--- config.mk ---
export PLATFORM = sky130hd
export DESIGN_NAME = spm_seq
export DESIGN_NICKNAME = d
export VERILOG_FILES = /design/src/rtl/spm_seq.sv
export SDC_FILE = /design/constraint.sdc
export NUM_CORES = 1
export LEC_CHECK = 0
export ABC_AREA = 1
export ABC_CLOCK_PERIOD_IN_PS = 1600
export CELL_PAD_IN_SITES_DETAIL_PLACEMENT = 1
export CELL_PAD_IN_SITES_GLOBAL_PLACEMENT = 1
export CORE_ASPECT_RATIO = 2
export CORE_UTILIZATION = 33
export DETAILED_ROUTE_END_ITERATION = 6
export PLACE_DENSITY_LB_ADDON = 0.05
export SLEW_MARGIN = 20
export SYNTH_ARGS = -nofsm -noshare
export SYNTH_HDL_FRONTEND = slang
export SYNTH_SLANG_ARGS = --single-unit
--- constraint.sdc ---
create_clock -name clk -period 1.6 [get_ports clk]
set_clock_uncertainty 0.1 [all_clocks]
set_input_delay 0.48 -clock clk [delete_from_list [all_inputs] [get_ports clk]]
set_output_delay 0.48 -clock clk [all_outputs]
set_load 0.02 [all_outputs]
--- src/rtl/spm_seq.sv ---
// Sequencer for the serial-parallel multiplier core: latches signed operands, streams the
// sign-extended multiplier LSB-first and deserializes the product stream into a parallel result.
module spm_seq #(
    parameter int unsigned SIZE = 32,
    parameter int unsigned LAT  = 1
) (
    input  logic              clk,
    input  logic              rst,
    input  logic              start,
    input  logic [SIZE-1:0]   mc,
    input  logic [SIZE-1:0]   mp,
    output logic              busy,
    output logic              done,
    output logic [2*SIZE-1:0] product,
    output logic              core_rst,
    output logic [SIZE-1:0]   core_x,
    output logic              core_y,
    input  logic              core_p
);

    localparam int unsigned PW = 2 * SIZE;
    localparam int unsigned CW = $clog2(PW + LAT + 1);

    typedef enum logic [1:0] {
        IDLE  = 2'd0,
        CLEAR = 2'd1,
        SHIFT = 2'd2,
        DRAIN = 2'd3
    } state_t;

    state_t          state_q, state_d;
    logic [CW-1:0]   cnt_q, cnt_d;
    logic [SIZE-1:0] mp_q, mp_d;
    logic [PW-1:0]   acc_q, acc_d;
    logic [PW-1:0]   product_q, product_d;
    logic [SIZE-1:0] core_x_q, core_x_d;
    logic            core_y_q, core_y_d;
    logic            busy_q, busy_d;
    logic            done_q, done_d;
    logic            capture;

    // cnt counts from the first SHIFT cycle through DRAIN; product bit c-LAT is captured at cnt=c
    always_comb begin
        state_d   = state_q;
        cnt_d     = cnt_q;
        mp_d      = mp_q;
        acc_d     = acc_q;
        product_d = product_q;
        core_x_d  = core_x_q;
        core_y_d  = 1'b0;
        busy_d    = busy_q;
        done_d    = 1'b0;
        capture   = 1'b0;

        case (state_q)
            IDLE: begin
                if (start) begin
                    state_d  = CLEAR;
                    core_x_d = mc;
                    mp_d     = mp;
                    busy_d   = 1'b1;
                    cnt_d    = '0;
                end
            end
            CLEAR: begin
                state_d  = SHIFT;
                core_y_d = mp_q[0];
                mp_d     = {mp_q[SIZE-1], mp_q[SIZE-1:1]};
            end
            SHIFT: begin
                capture = (cnt_q >= CW'(LAT));
                cnt_d   = cnt_q + CW'(1);
                // arithmetic shift keeps presenting the sign bit once the operand is exhausted
                if (cnt_q != CW'(PW - 1)) begin
                    core_y_d = mp_q[0];
                    mp_d     = {mp_q[SIZE-1], mp_q[SIZE-1:1]};
                end else begin
                    state_d = (LAT == 0) ? IDLE : DRAIN;
                end
            end
            DRAIN: begin
                capture = 1'b1;
                cnt_d   = cnt_q + CW'(1);
            end
            default: state_d = IDLE;
        endcase

        if (capture) begin
            acc_d = {core_p, acc_q[PW-1:1]};
            if (cnt_q == CW'(PW + LAT - 1)) begin
                product_d = acc_d;
                done_d    = 1'b1;
                busy_d    = 1'b0;
                state_d   = IDLE;
            end
        end
    end

    always_ff @(posedge clk) begin
        if (rst) begin
            state_q   <= IDLE;
            cnt_q     <= '0;
            mp_q      <= '0;
            acc_q     <= '0;
            product_q <= '0;
            core_x_q  <= '0;
            core_y_q  <= 1'b0;
            busy_q    <= 1'b0;
            done_q    <= 1'b0;
        end else begin
            state_q   <= state_d;
            cnt_q     <= cnt_d;
            mp_q      <= mp_d;
            acc_q     <= acc_d;
            product_q <= product_d;
            core_x_q  <= core_x_d;
            core_y_q  <= core_y_d;
            busy_q    <= busy_d;
            done_q    <= done_d;
        end
    end

    assign busy     = busy_q;
    assign done     = done_q;
    assign product  = product_q;
    assign core_x   = core_x_q;
    assign core_y   = core_y_q;
    assign core_rst = rst | (state_q == CLEAR);

endmodule

Yosys cells after proc, flatten, opt, wreduce, memory -nomap -nowiden. Index checks and enable logic that the tools add are counted.

Register bits after elaboration: 204. Input bits: 68. Output and inout bits: 100.

$add $sub $neg: 1. Order comparisons: 1. Equal/unequal tests: 7. Multiplexer cells: 18. Bitwise gates (word level): 4. Reduce and logical (&&, ||, !) cells: 10.

Operators by type and width (number): $pmux 32 s3 (1); $mux 32 (1); $mux 31 (1); $pmux 7 s2 (1); $mux 2 (4); $add 7x1->7 const B (1); $eq 7x7->1 const B (1); $ge 7x1->1 const B (1); $mux 7 (1); $ne 7x6->1 const B (1); $mux 1 (6); $pmux 2 s3 (1); $reduce_and 2->1 (3); $eq 2x2->1 const B (2); $ne 2x2->1 const B (2); $pmux 1 s2 (2); $reduce_and 4->1 (1); $reduce_or 2->1 (2); $not 1->1 (3); $reduce_and 3->1 (1); $reduce_bool 3->1 (1); $eq 2x1->1 const B (1); $logic_not 2->1 (1); $reduce_bool 2->1 (1); $or 1x1->1 (1).

Longest topological paths before layout.
Word-level depth: 5. Mapped depth: 11. Gate-level depth less buffers: 9.

Worst setup path after synthesis. No wires, ideal clock.

Kind: in2out. Start: in rst. End: out core_rst. Arrival time: 1.263 ns. Data required time: 1.020 ns. Path slack: -0.243 ns. Stages: 4. Path buffers: 2. Cell sequence: inv_2 clkbuf_1 clkbuf_1 nand2_1.

Word-level cells in the longest chain between the ends: 1.

Ends and longest elaborated chain: from (decl) (RTL line 8) `input logic rst,`; $or 1x1->1 (RTL line 128) `assign core_rst = rst | (state_q == CLEAR);`; to (decl) (RTL line 15) `output logic core_rst,`.

No other way between the ends.

Final worst setup path.
Start: reg state_q[0]. End: out core_rst.

Word-level cells in the longest chain between the ends: 2.

Ends and longest elaborated chain: from (decl) (RTL line 31) `state_t state_q, state_d;`; from (signal assigned) (RTL line 111) `state_q <= state_d;`; $eq 2x1->1 (RTL line 128); $or 1x1->1 (RTL line 128).

No other way between the ends.

==> results by group <==
Outcome
  • Status: complete, but fails checks
  • Failing checks: setup timing

Timing
  • Actual slew at the worst max-slew pin: 607.4 ps
  • Fin crit period: 1858 ps
  • Post-Route Setup TNS: -20900 ps
  • F_max: 538.1 MHz
  • RSZ-0062 raised after global routing: yes
  • Final Slew Violations: 0
  • Setup Viol. Count Final: 165
  • Slew margin rel.: 59.19%
  • Fin. Hold Viols: 0
  • Worst hold slack: 366.2 ps
  • PnR worst setup slack: -258.5 ps
  • Tcrit/Tclk final: 116.2%

Place
  • PortBufs: 167
  • Placed cell count: 1657
  • Post-DP HPWL: 15.42 mm
  • Area after DPL: 10720 sq um
  • Routability cong.: 0.7815

Synthesis
  • Post-synthesis sequential area ratio: 49.06%
  • Synth warn: 0
  • Synth Net Count: 1249
  • Post-synthesis cell count: 1174
  • Seq cells post-synth: 203
  • Syn_area_per_cell: 7.056 sq um
  • Synth Cell Area: 8284 sq um
  • Cell variety after synth: 21

Floorplan
  • Full die area: 25780 sq um
  • Initial Util: 33.78%
  • IO Count: 168
  • Core area: 24530 sq um
  • Die H: 226.1 microns
  • Die W: 114.0 microns
  • Row Count: 81

Final layout
  • Commonest non-fill, non-tap cells in the layout: 290 x nand2_1, 219 x nor2_1, 165 x dfxtp_1
  • Fin cells: 1742
  • Fin nets: 1472
  • Commonest non-fill, non-tap cell in the layout: nand2_1
  • Area of the multi-input gates: 3974 sq um
  • Share of layout cells above drive strength 1: 29.15%
  • Fillcell total: 2984
  • Inserted Diodes: 0
  • Cell area after layout: 12750 sq um
  • Syn-to-layout area delta: 53.87%
  • Register area: 4126 sq um

Power and ir drop
  • Worst vdd ir: 0.6628 mV
  • P per Cell Area: 1082 nW/um^2
  • P_leak: 0.005668 uW

Clocking
  • Total CTS buffers: 21
  • Clk buf depth: 3
  • Worst-path clk slew: 60 ps
  • Clk root buf: clkbuf_16
  • Worst skew pair latency: 500 ps
  • Clock tree sinks: 203
  • CTS tree: built
  • Post-CTS Hold Buffers: 0
  • CTS HTree Levels: 1

Routing
  • Vias/cell: 4.741
  • Met2 wire length: 15.06 mm
  • Met3 wire length: 797 microns
  • Initial drt markers: 279
  • Final ANT Viol Nets: 0
  • WL met1: 10.19 mm
  • Vias: 8259
  • DR WL/cell: 15.29 microns
  • Routed WL: 26.64 mm
  • Drt pass-1 iters: 4
  • Top Metal Used: met4
  • Drt drc: 0

Setup path
  • Startpoint types: register
  • Slowest cell delay on critical path: 370 ps
  • Crit path buf inv count: 2
  • Critical path, cell by cell: ha_4 -> inv_2 -> nand2_2 -> buf_6
  • Crit. End Element: output pin
  • WP data required: 1020 ps
  • CP delay by family, top: flip-flops
  • Slowest library cell on the worst path: dfxtp_4
  • Reg2Reg Setup Slack: -240 ps
  • WP data arrival: 1280 ps
  • Critical setup path kind: register to output pin
  • Worst-path fanout max: 3

Global routing
  • Largest net degree at the start of global routing: 47
  • Overflow after GRT: 0
  • Vias in the first global route: 8001
  • First-pass GRT wire length: 37.96 mm
  • Total Routing Usage GR: 18.04%
  • Initial antenna violation count: 0

Worst hold path
  • Hold Path Class: register to register

Job
  • Max cap viols: 0
## cells in the mapped netlist
library cell | n | share of area (%)
nand3_1 | 72 | 4.3
nand2_1 | 305 | 14
clkbuf_1 | 32 | 1.4
nand4_1 | 64 | 4.8
o21ai_0 | 38 | 2.3
nor2_1 | 268 | 12
nand3_2 | 1 | 0.12
nor2_2 | 3 | 0.23
nor3_1 | 1 | 0.060
a21oi_1 | 13 | 0.79
buf_2 | 26 | 1.6
nand2_2 | 1 | 0.076
dfxtp_1 | 203 | 49
inv_1 | 80 | 3.6
o21ai_1 | 30 | 1.8
nor2_4 | 2 | 0.27
ha_1 | 7 | 1.1
buf_4 | 4 | 0.36
inv_2 | 5 | 0.23
buf_6 | 11 | 1.5
buf_1 | 8 | 0.36
## where the power goes
part	total [uW]	switching, uW	internal (uW)
clock	5080	2040	3040
sequential	5680	259	5420
combinational	3030	1580	1440
## kinds of logic after synthesis
logic type      after synthesis  share of synthesized area [%]
fa+ha+maj                     7                          1.057
buf+inv                     166                          9.092
simple gates                717                          35.90
flops                       203                          49.06
compound gates               81                          4.893
## stage by stage
stage | utilization, % | worst slack [ps] | total power [uW]
after global routing | 51.97 | -331.7 | 14460
after floorplan | - | -8.161 | 7055
after detailed placement | 43.70 | -356.8 | 8056
final | 51.97 | -258.5 | 13790
after CTS | 46.76 | -273.3 | 13320
after global placement | 43.70 | -323.4 | 8004
## path summary, 6_finish.rpt
path                from     endpoint  cells past startpoint
min reg2reg  product[38]  product[38]                      2
max           state_q[0]     core_rst                      4
max reg2reg   state_q[1]    acc_q[48]                     10
min          product[38]  product[38]                      2
## flip-flops by register name, indices dropped and copies added (netlist names)
name	flops
cnt_q	7
done	1
core_x	32
state_q	2
product	64
acc_q	63
core_y	1
mp_q	32
busy	1
## routing by layer
layer,track usage [%],vias to the layer above
li1,-,4135
met1,19.06,3961
met2,35.46,133
met3,2.442,30
met4,6.242,0
met5,0,-
## area by class of cell
type	count	area share, %
flip-flops and latches	203	32.37
multi-input cells	805	31.17
repair buffers	281	24.93
clock buffers	28	4.878
well taps	332	3.259
inverters	85	2.680
clock inverters	8	0.7067
## worst register-to-register path, delay by kind of cell, from the launching register on
| family | cells | cell delay, ps |
|---|---|---|
| fa+ha+maj | 1 | 170 |
| buf+inv | 5 | 750 |
| flops | 1 | 320 |
| simple gates | 4 | 410 |
## what timing repair did
| item | 4_1_cts | 5_1_grt |
|---|---|---|
| pin swaps | 10 | 28 |
| setup buffers | 11 | 11 |
| resized for setup | 543 | 206 |
| cloned | 2 | 27 |
| endpoints found under the hold margin | 0 | 0 |
| setup endpoints to repair | 273 | 259 |
No activity file was read; power rests on OpenSTA's default activity.
